$ cat config.mk
export PLATFORM = sky130hd
export DESIGN_NAME = chimera_cluster_isolate
export DESIGN_NICKNAME = d
export VERILOG_FILES = /design/src/rtl/chimera_cluster_isolate.sv
export SDC_FILE = /design/constraint.sdc
export NUM_CORES = 1
export LEC_CHECK = 0
export ABC_AREA = 1
export CAP_MARGIN = 20
export CELL_PAD_IN_SITES_DETAIL_PLACEMENT = 0
export CELL_PAD_IN_SITES_GLOBAL_PLACEMENT = 1
export CORE_MARGIN = 4
export CORE_UTILIZATION = 13
export CTS_CLUSTER_DIAMETER = 40
export DETAILED_ROUTE_END_ITERATION = 7
export GPL_ROUTABILITY_DRIVEN = 0
export PLACE_DENSITY = 0.89
export SYNTH_ARGS = -nofsm -noshare
export SYNTH_HDL_FRONTEND = slang
export SYNTH_SLANG_ARGS = --single-unit
$ cat constraint.sdc
create_clock -name soc_clk_i -period 3.15 [get_ports soc_clk_i]
set_clock_uncertainty 0.2 [all_clocks]
set_input_delay 0.315 -clock soc_clk_i [delete_from_list [all_inputs] [get_ports soc_clk_i]]
set_output_delay 0.315 -clock soc_clk_i [all_outputs]
set_load 0.01 [all_outputs]
$ cat src/rtl/chimera_cluster_isolate.sv
// Cluster isolation/drain controller on the narrow AXI master path.
// Closes AW/AR, drains in-flight bursts, gates the cluster clock, and reopens after a settle delay.
package chimera_cluster_isolate_pkg;
    typedef struct packed {
        logic [3:0]  id;
        logic [31:0] addr;
        logic [7:0]  len;
    } ax_chan_t;

    typedef struct packed {
        logic [31:0] data;
        logic [3:0]  strb;
        logic        last;
    } w_chan_t;

    typedef struct packed {
        logic [3:0] id;
        logic [1:0] resp;
    } b_chan_t;

    typedef struct packed {
        logic [3:0]  id;
        logic [31:0] data;
        logic [1:0]  resp;
        logic        last;
    } r_chan_t;

    typedef struct packed {
        ax_chan_t aw;
        logic     aw_valid;
        w_chan_t  w;
        logic     w_valid;
        logic     b_ready;
        ax_chan_t ar;
        logic     ar_valid;
        logic     r_ready;
    } axi_req_t;

    typedef struct packed {
        logic    aw_ready;
        logic    ar_ready;
        logic    w_ready;
        b_chan_t b;
        logic    b_valid;
        r_chan_t r;
        logic    r_valid;
    } axi_resp_t;
endpackage

module chimera_cluster_isolate #(
    parameter type         axi_req_t      = chimera_cluster_isolate_pkg::axi_req_t,
    parameter type         axi_resp_t     = chimera_cluster_isolate_pkg::axi_resp_t,
    parameter int unsigned MaxOutstanding = 8,
    parameter int unsigned ClkEnDelay     = 4
) (
    input  logic      soc_clk_i,
    input  logic      rst_ni,
    input  logic      isolate_i,
    output logic      isolated_o,
    output logic      clk_en_o,
    input  axi_req_t  slv_req_i,
    output axi_resp_t slv_resp_o,
    output axi_req_t  mst_req_o,
    input  axi_resp_t mst_resp_i
);
    localparam int unsigned CntW = $clog2(MaxOutstanding + 1);
    localparam int unsigned SetW = $clog2(ClkEnDelay + 1);
    localparam logic [CntW-1:0] CntMax  = CntW'(MaxOutstanding);
    localparam logic [SetW-1:0] SetLast = SetW'(ClkEnDelay - 1);

    typedef enum logic [1:0] {RUN, DRAIN, ISO, WAKE} state_e;

    state_e          state_q, state_d;
    logic [CntW-1:0] wr_cnt_q, rd_cnt_q;
    logic [SetW-1:0] settle_q;
    logic            aw_hold_q, ar_hold_q;
    logic            clk_en_q, isolated_q;
    logic            path_open, aw_fwd, ar_fwd, drained;
    logic            aw_hs, ar_hs, b_hs, r_last_hs;

    // An address already presented downstream must stay valid until accepted,
    // so the hold term overrides both the state and the outstanding limit.
    always_comb begin
        path_open = (state_q != ISO);
        aw_fwd    = path_open & (((state_q == RUN) & (wr_cnt_q < CntMax)) | aw_hold_q);
        ar_fwd    = path_open & (((state_q == RUN) & (rd_cnt_q < CntMax)) | ar_hold_q);

        mst_req_o          = slv_req_i;
        mst_req_o.aw_valid = slv_req_i.aw_valid & aw_fwd;
        mst_req_o.ar_valid = slv_req_i.ar_valid & ar_fwd;
        mst_req_o.w_valid  = slv_req_i.w_valid & path_open;
        mst_req_o.b_ready  = slv_req_i.b_ready & path_open;
        mst_req_o.r_ready  = slv_req_i.r_ready & path_open;

        slv_resp_o          = mst_resp_i;
        slv_resp_o.aw_ready = mst_resp_i.aw_ready & aw_fwd;
        slv_resp_o.ar_ready = mst_resp_i.ar_ready & ar_fwd;
        slv_resp_o.w_ready  = mst_resp_i.w_ready & path_open;
        slv_resp_o.b_valid  = mst_resp_i.b_valid & path_open;
        slv_resp_o.r_valid  = mst_resp_i.r_valid & path_open;
    end

    assign aw_hs     = mst_req_o.aw_valid & mst_resp_i.aw_ready;
    assign ar_hs     = mst_req_o.ar_valid & mst_resp_i.ar_ready;
    assign b_hs      = mst_resp_i.b_valid & mst_req_o.b_ready;
    assign r_last_hs = mst_resp_i.r_valid & mst_req_o.r_ready & mst_resp_i.r.last;
    assign drained   = (wr_cnt_q == '0) & (rd_cnt_q == '0) & ~aw_hold_q & ~ar_hold_q;

    always_comb begin
        state_d = state_q;
        case (state_q)
            RUN:     if (isolate_i) state_d = DRAIN;
            DRAIN:   if (!isolate_i) state_d = RUN;
                     else if (drained) state_d = ISO;
            ISO:     if (!isolate_i) state_d = WAKE;
            WAKE:    if (isolate_i) state_d = ISO;
                     else if (settle_q == SetLast) state_d = RUN;
            default: state_d = RUN;
        endcase
    end

    always_ff @(posedge soc_clk_i or negedge rst_ni) begin
        if (!rst_ni) begin
            state_q    <= RUN;
            wr_cnt_q   <= '0;
            rd_cnt_q   <= '0;
            settle_q   <= '0;
            aw_hold_q  <= 1'b0;
            ar_hold_q  <= 1'b0;
            clk_en_q   <= 1'b1;
            isolated_q <= 1'b0;
        end else begin
            state_q   <= state_d;
            aw_hold_q <= mst_req_o.aw_valid & ~mst_resp_i.aw_ready;
            ar_hold_q <= mst_req_o.ar_valid & ~mst_resp_i.ar_ready;
            if (aw_hs & ~b_hs)      wr_cnt_q <= wr_cnt_q + CntW'(1);
            else if (b_hs & ~aw_hs) wr_cnt_q <= wr_cnt_q - CntW'(1);
            if (ar_hs & ~r_last_hs)      rd_cnt_q <= rd_cnt_q + CntW'(1);
            else if (r_last_hs & ~ar_hs) rd_cnt_q <= rd_cnt_q - CntW'(1);
            // Settle count restarts on every WAKE entry, including a re-wake after ISO.
            settle_q   <= ((state_q == WAKE) && (state_d == WAKE)) ? settle_q + SetW'(1) : '0;
            // Registered from the next state so both flags are valid on the first ISO cycle.
            clk_en_q   <= (state_d != ISO);
            isolated_q <= (state_d == ISO) || (state_d == WAKE);
        end
    end

    assign clk_en_o   = clk_en_q;
    assign isolated_o = isolated_q;

    wr_no_underflow: assert property (@(posedge soc_clk_i) disable iff (!rst_ni)
        !(b_hs && !aw_hs && (wr_cnt_q == '0)));
    rd_no_underflow: assert property (@(posedge soc_clk_i) disable iff (!rst_ni)
        !(r_last_hs && !ar_hs && (rd_cnt_q == '0)));
endmodule

==> key figures, run 1 <==
Route
  – Number of optimization iterations in the first detailed-route pass: 4
  – Post-DRT Antenna Nets: 0
  – Post-DR vias/cell: 3.04
  – Initial DRC count: 26
  – Routed length per instance: 16.0 um
  – Sum of routed wire length over all layers: 6070 um
  – Remaining routing DRC violations: 0
  – Overall via count from detail_route: 1154

Timing
  – Achievable Freq: 421 MHz
  – Worst setup slack after layout: 0.775 ns
  – Post-route clock period utilization: 75.4%
  – Number of endpoints with negative hold slack in the final report: 0
  – Sum Neg Setup Slack: 0 ns
  – Fin crit period: 2.37 ns
  – Final max-slew violation count: 0
  – Setup repair after global routing missed its margin: false
  – Actual transition at the worst max-transition pin: 0.775 ns
  – Relative slew margins: 48.2%
  – Setup violators final: 0

Synth
  – Netlist area before placement: 2290 um^2
  – Net count of the mapped netlist: 488
  – Biggest area contributors in the synthesized netlist: sky130_fd_sc_hd__buf_4 56%, sky130_fd_sc_hd__dfrtp_1 17%, sky130_fd_sc_hd__nand2_1 4.6%
  – Total of flip-flops plus latches after synthesis: 17
  – Mean instance size in the synthesized netlist: 7.76 um^2
  – Share of synthesized area occupied by flip-flops and latches: 18.6%
  – Count of cell types in the netlist: 18
  – Warnings, synthesis: 0
  – Area leader, netlist: sky130_fd_sc_hd__buf_4
  – Count of mapped cells out of synthesis: 295
  – Share of the synthesized area in the top cell type: 55.7%

Setup path
  – Endpoint arrival time on the critical path: 2.32 ns
  – Worst path cell trace: inv_1 -> nor2_4 -> inv_1 -> nand3_1 -> nor2_1 -> ha_1 -> inv_1 -> ha_1 -> a21oi_1 -> nand2_1 -> xor2_1 -> nand2_1 -> nand2_1
  – Family of cells with the greatest summed delay on the critical path: simple AND/OR/NAND/NOR gates
  – Slowest stage delay, CP: 0.42 ns
  – Number of buffers and inverters on the critical path: 3
  – Type of destination of the critical path: register
  – Crit-path slowest cell: sky130_fd_sc_hd__dfrtp_1
  – Critical path start-end classification: reg -> reg
  – Kind of start point of the critical path: register
  – Req. time, crit path: 3.10 ns
  – Top fanout value on the critical path: 7

CTS
  – Clock latency of the later-clocked register in the worst-skew pair: 0.25 ns
  – Clock H-tree levels: 1
  – Clock sink count: 17
  – Post-CTS resize count: 0
  – Buffer type at the clock tree root: sky130_fd_sc_hd__clkbuf_16
  – Number of buffers created by CTS: 3
  – Register clock-pin slew on the reported worst setup and hold paths: 0.05 ns
  – Setup fix buffers added after clock tree synthesis: 0
  – Maximum clock insertion buffer count: 2
  – Number of buffers added to fix hold violations after cts: 0
  – TritonCTS clock tree: done

Layout
  – N_diodes: 0
  – # nets final: 349
  – Final instance count without filler cells: 380
  – Filler Cell Count: 2045
  – Layout-stage area growth over the synthesis result: -28.5%
  – Ratio of cells with drive above 1 in the final layout: 3.87%

Global routing
  – Met3 layer usage reported by global route: 6.28%
  – Global-route wire length before repair: 8390 um
  – Vias in the first global route: 1299
  – Aggregate global-route resource usage: 6.09%
  – Met1 Use GR: 3.59%
  – Met2 track demand over resource in global routing: 8.01%
  – Grt total ovfl: 0
  – Largest net degree at the start of global routing: 18
  – Antenna violations before repair: 2
  – Layer with the highest usage after global routing: met4

Place
  – DP Wirelength: 5150 um
  – Worst-case setup slack after placement: 0.694 ns
  – Total of buffers placed on input and output ports: 26
  – Placed insts: 376

Floorplan
  – Full die area: 19800 um^2
  – Boundary Pins: 365
  – Horizontal die dimension: 141 um
  – Effective utilization at floorplan: 13.2%
  – Cell Rows: 48
  – Floorplan core area: 17300 um^2
  – Chip height: 141 um

Power
  – Worst VDD drop: 0.300 mV
  – Leakage power summed over all cells: 0.000693 uW
  – Pwr Density: 739 nW/um^2

Min path
  – Hold/Removal Path Class: reg -> reg

Flow run
  – Max-cap violations: 0

Outcome
  – Outcome: finished clean
flip-flops by register name (all words and copies together), names as in the netlist:
signal / count
isolated_o: 1
aw_hold_q: 1
ar_hold_q: 1
settle_q: 3
state_q: 2
rd_cnt_q: 4
wr_cnt_q: 4
clk_en_o: 1
logic make-up after synthesis:
logic type | Yosys count | share of synthesized area, %
AOI/OAI and AO/OA | 9 | 2.35
xor gates and xnor gates | 8 | 3.06
adders and majority gates | 10 | 6.12
DFF | 17 | 18.6
and+or+nand+nor | 59 | 10.5
buffers and inverters | 192 | 59.3
per-stage QoR:
| stage | instance area, um^2 | hold slack, ns | total power (uW) | util [%] |
|---|---|---|---|---|
| 2_1_floorplan | 2290 | -0.181 | 973 | - |
| 3_3_place_gp | 1560 | 0.224 | 954 | 8.99 |
| 3_5_place_dp | 1560 | 0.245 | 964 | 8.99 |
| 4_1_cts | 1640 | 0.253 | 1230 | 9.47 |
| 5_1_grt | 1640 | 0.280 | 1340 | 9.47 |
| 6_report | 1640 | 0.246 | 1210 | 9.47 |
worst reg2reg max path, delay by kind of cell, from the launching register on:
family	cells	cell delay [ns]
adder cells (fa/ha/maj)	2	0.49
XOR/XNOR	1	0.14
flip-flops	1	0.42
AO/OA/AOI/OAI	1	0.15
AND/OR/NAND/NOR	6	0.53
buffers and inverters	3	0.33
synthesized netlist by cell type, drive strengths merged:
library cell and n:
xor2 2, xnor2 6, o21bai 3, dfstp 1, dfrtp 16, nand3 7
ha 8, a21oi 2, buf 170, nor2 23, fa 2, nand2 28
o21ai 3, inv 22, nand4 1, a31oi 1
layout by cell type, fill, tap and decap left out:
master / count
sky130_fd_sc_hd__ha_1: 8
sky130_fd_sc_hd__xor2_1: 2
sky130_fd_sc_hd__nand4_1: 1
sky130_fd_sc_hd__dfrtp_1: 16
sky130_fd_sc_hd__o21bai_1: 3
sky130_fd_sc_hd__nand3_1: 7
sky130_fd_sc_hd__o21ai_1: 1
sky130_fd_sc_hd__nor2_4: 1
sky130_fd_sc_hd__inv_1: 22
sky130_fd_sc_hd__xnor2_1: 6
sky130_fd_sc_hd__nor2_1: 22
sky130_fd_sc_hd__o21ai_0: 2
sky130_fd_sc_hd__dfstp_2: 1
sky130_fd_sc_hd__nand2_1: 28
sky130_fd_sc_hd__a21oi_1: 2
sky130_fd_sc_hd__clkinvlp_4: 1
sky130_fd_sc_hd__a31oi_1: 1
sky130_fd_sc_hd__clkbuf_16: 3
sky130_fd_sc_hd__clkdlybuf4s50_1: 26
sky130_fd_sc_hd__fa_1: 2
routing by layer:
metal  routed length [um]  vias up
li1                     -      441
met1                 1260      449
met2                 2390      150
met3                 1490      110
met4                  908        4
met5                   27        -
where the power goes:
| group | internal (uW) | leakage (uW) | switching (uW) | total [uW] |
|---|---|---|---|---|
| sequential | 301 | 0.000216 | 92.8 | 393 |
| clock | 172 | 0.0000371 | 91.3 | 263 |
| combinational | 270 | 0.000440 | 285 | 555 |
| total | 742 | 0.000693 | 469 | 1210 |
worst paths after layout:
check | startpoint | endpoint | slack (ns) | cells after the start
worst min register to register | settle_q[0]$_DFF_PN0_ | settle_q[0]$_DFF_PN0_ | 0.25 | 1
worst max-delay path | state_q[1]$_DFF_PN0_ | rd_cnt_q[3]$_DFFE_PN0P_ | 0.78 | 13
max in group asynchronous | rst_ni | aw_hold_q$_DFF_PN0_ | 1.95 | 1
min in group asynchronous | rst_ni | isolated_o$_DFF_PN0_ | 0.31 | 1
worst min-delay path | settle_q[0]$_DFF_PN0_ | settle_q[0]$_DFF_PN0_ | 0.25 | 1
worst max register to register | state_q[1]$_DFF_PN0_ | rd_cnt_q[3]$_DFFE_PN0P_ | 0.78 | 13
layout make-up:
type	count	area (um^2)	share of cell area (%)
clock buffer	3	75.1	4.58
clock inverter	1	7.51	0.458
inverter	22	82.6	5.04
multi-input combinational	86	504	30.8
sequential	17	427	26.1
tap	225	282	17.2
timing repair buffer	26	260	15.9
Note: power is estimated with default switching activity, not from simulation.
==> inputs of run 2 (changes only) <==
==> constraint.sdc (replaced) <==
create_clock -name soc_clk_i -period 2.5 [get_ports soc_clk_i]
set_clock_uncertainty 0.2 [all_clocks]
set_input_delay 0.25 -clock soc_clk_i [delete_from_list [all_inputs] [get_ports soc_clk_i]]
set_output_delay 0.25 -clock soc_clk_i [all_outputs]
set_load 0.01 [all_outputs]
==> run 2 against run 1 <==
- global-route usage about the same
- hold slack worse by 0.010 ns
- core utilization up 0.094 points
- sequential share of layout area down 0.10 points
- critical endpoint unchanged
- cell count up 0.53%
==> key figures, run 2 (synthesis gave the netlist of run 1 again) <==
CTS
  – Clock sink count: 17
  – Clock H-tree levels: 1
  – Buffer type at the clock tree root: sky130_fd_sc_hd__clkbuf_16
  – Setup fix buffers added after clock tree synthesis: 0
  – Maximum clock insertion buffer count: 2
  – Register clock-pin slew on the reported worst setup and hold paths: 0.05 ns
  – TritonCTS clock tree: done
  – Clock latency of the later-clocked register in the worst-skew pair: 0.25 ns
  – Post-CTS resize count: 0
  – Number of buffers added to fix hold violations after cts: 0
  – Number of buffers created by CTS: 3

Route
  – Overall via count from detail_route: 1162
  – Post-DRT Antenna Nets: 0
  – Post-DR vias/cell: 3.04
  – Sum of routed wire length over all layers: 6100 um
  – Remaining routing DRC violations: 0
  – Number of optimization iterations in the first detailed-route pass: 4
  – Routed length per instance: 16.0 um
  – Initial DRC count: 33

Floorplan
  – Boundary Pins: 365
  – Horizontal die dimension: 141 um
  – Full die area: 19800 um^2
  – Effective utilization at floorplan: 13.2%
  – Chip height: 141 um
  – Cell Rows: 48
  – Floorplan core area: 17300 um^2

Setup path
  – Flop2flop setup slack: 0.19 ns
  – Top fanout value on the critical path: 5
  – Reg-to-reg endpoint: rd_cnt_q[3]$_DFFE_PN0P_
  – Endpoint arrival time on the critical path: 2.25 ns
  – Type of destination of the critical path: register
  – Req. time, crit path: 2.44 ns
  – Beginning of the worst register-to-register path: state_q[1]$_DFF_PN0_
  – Cell count of the worst reg-to-reg path: 13
  – Critical path start-end classification: reg -> reg
  – Kind of start point of the critical path: register

Timing
  – Sum Neg Setup Slack: 0 ns
  – Achievable Freq: 433 MHz
  – Post-route clock period utilization: 92.4%
  – Setup repair after global routing missed its margin: false
  – Final Hold Slack: 0.235 ns
  – Final max-slew violation count: 0
  – Fin crit period: 2.31 ns
  – Actual transition at the worst max-transition pin: 0.785 ns
  – Number of endpoints with negative hold slack in the final report: 0
  – Relative slew margins: 47.5%
  – Setup violators final: 0

Global routing
  – Aggregate global-route resource usage: 6.05%
  – Vias in the first global route: 1268
  – Antenna violations before repair: 2
  – Global-route wire length before repair: 8230 um
  – Grt total ovfl: 0
  – Largest net degree at the start of global routing: 18

Power
  – Pwr Density: 928 nW/um^2
  – Worst VDD drop: 0.372 mV
  – Leakage power summed over all cells: 0.000701 uW

Min path
  – Beginning of the worst hold path: settle_q[0]$_DFF_PN0_
  – Destination of the worst hold path: settle_q[0]$_DFF_PN0_
  – Hold/Removal Path Class: reg -> reg
  – WHS Path Cells: 1

Layout
  – Biggest regs: rd_cnt_q: 4 flops, wr_cnt_q: 4 flops, settle_q: 3 flops
  – End-of-flow core utilization: 9.56%
  – Layout-stage area growth over the synthesis result: -27.8%
  – Ratio of cells with drive above 1 in the final layout: 7.01%
  – Most common library cell in the layout ignoring fill and taps: sky130_fd_sc_hd__nand2_1
  – # nets final: 351
  – N_diodes: 0
  – Most frequent cells in the layout: 28 x sky130_fd_sc_hd__nand2_1, 26 x sky130_fd_sc_hd__clkdlybuf4s50_1, 21 x sky130_fd_sc_hd__inv_1, 21 x sky130_fd_sc_hd__nor2_1, 14 x sky130_fd_sc_hd__dfrtp_1

Outcome
  – Outcome: finished clean

Place
  – Total of buffers placed on input and output ports: 26
  – DP Wirelength: 5220 um

Flow run
  – Max-cap violations: 0
-- run 2: where the power goes --
group          switching (uW)  internal [uW]
Clock                     101            216
Combinational             359            354
Sequential                123            382
Total                     583            952
-- run 2: through the flow --
stage / cells / worst slack [ns] / total power [uW] / area (um^2)
floorplan: 295 / 0.322 / 1230 / 2290
global placement: 378 / 0.117 / 1220 / 1570
detailed placement: 378 / 0.117 / 1240 / 1570
CTS: 382 / 0.108 / 1560 / 1650
global route: 382 / 0.0150 / 1700 / 1650
finish: 382 / 0.191 / 1540 / 1650
-- run 2: worst max-delay path, stage by stage (launching register included) --
cell	delay [ns]
sky130_fd_sc_hd__dfrtp_2	0.43
sky130_fd_sc_hd__inv_2	0.08
sky130_fd_sc_hd__nor2_4	0.05
sky130_fd_sc_hd__inv_1	0.12
sky130_fd_sc_hd__nand3_1	0.13
sky130_fd_sc_hd__nor2_1	0.13
sky130_fd_sc_hd__ha_1	0.19
sky130_fd_sc_hd__inv_1	0.09
sky130_fd_sc_hd__ha_1	0.32
sky130_fd_sc_hd__a21oi_1	0.15
sky130_fd_sc_hd__nand2_1	0.07
sky130_fd_sc_hd__xor2_1	0.14
sky130_fd_sc_hd__nand2_1	0.06
sky130_fd_sc_hd__nand2_1	0.04
-- run 2: area by class of cell --
class	count	area, um^2
Fill cell	2033	15600
Multi-Input combinational cell	86	507
Sequential cell	17	429
Tap cell	225	282
Timing Repair Buffer	28	275
Inverter	22	82.6
Clock buffer	4	78.8
-- run 2: how the worst max path moves through the flow --
stage / from / to / slack [ns] / cells after the start
6_report: state_q[1]$_DFF_PN0_ / rd_cnt_q[3]$_DFFE_PN0P_ / 0.19 / 13
3_3_place_gp: mst_resp_i[0] / rd_cnt_q[3]$_DFFE_PN0P_ / 0.12 / 12
4_1_cts: state_q[1]$_DFF_PN0_ / rd_cnt_q[3]$_DFFE_PN0P_ / 0.11 / 13
2_1_floorplan: state_q[1]$_DFF_PN0_ / rd_cnt_q[3]$_DFFE_PN0P_ / 0.32 / 12
3_5_place_dp: mst_resp_i[40] / wr_cnt_q[3]$_DFFE_PN0P_ / 0.12 / 12
5_1_grt: state_q[1]$_DFF_PN0_ / wr_cnt_q[3]$_DFFE_PN0P_ / 0.02 / 13
-- run 2: metal layers --
| layer | track usage, % | share of wire, % |
|---|---|---|
| met1 | 3.60 | 21 |
| met4 | 9.18 | 14 |
| met5 | 0 | 0.44 |
| met2 | 8.17 | 40 |
| met3 | 6.00 | 24 |
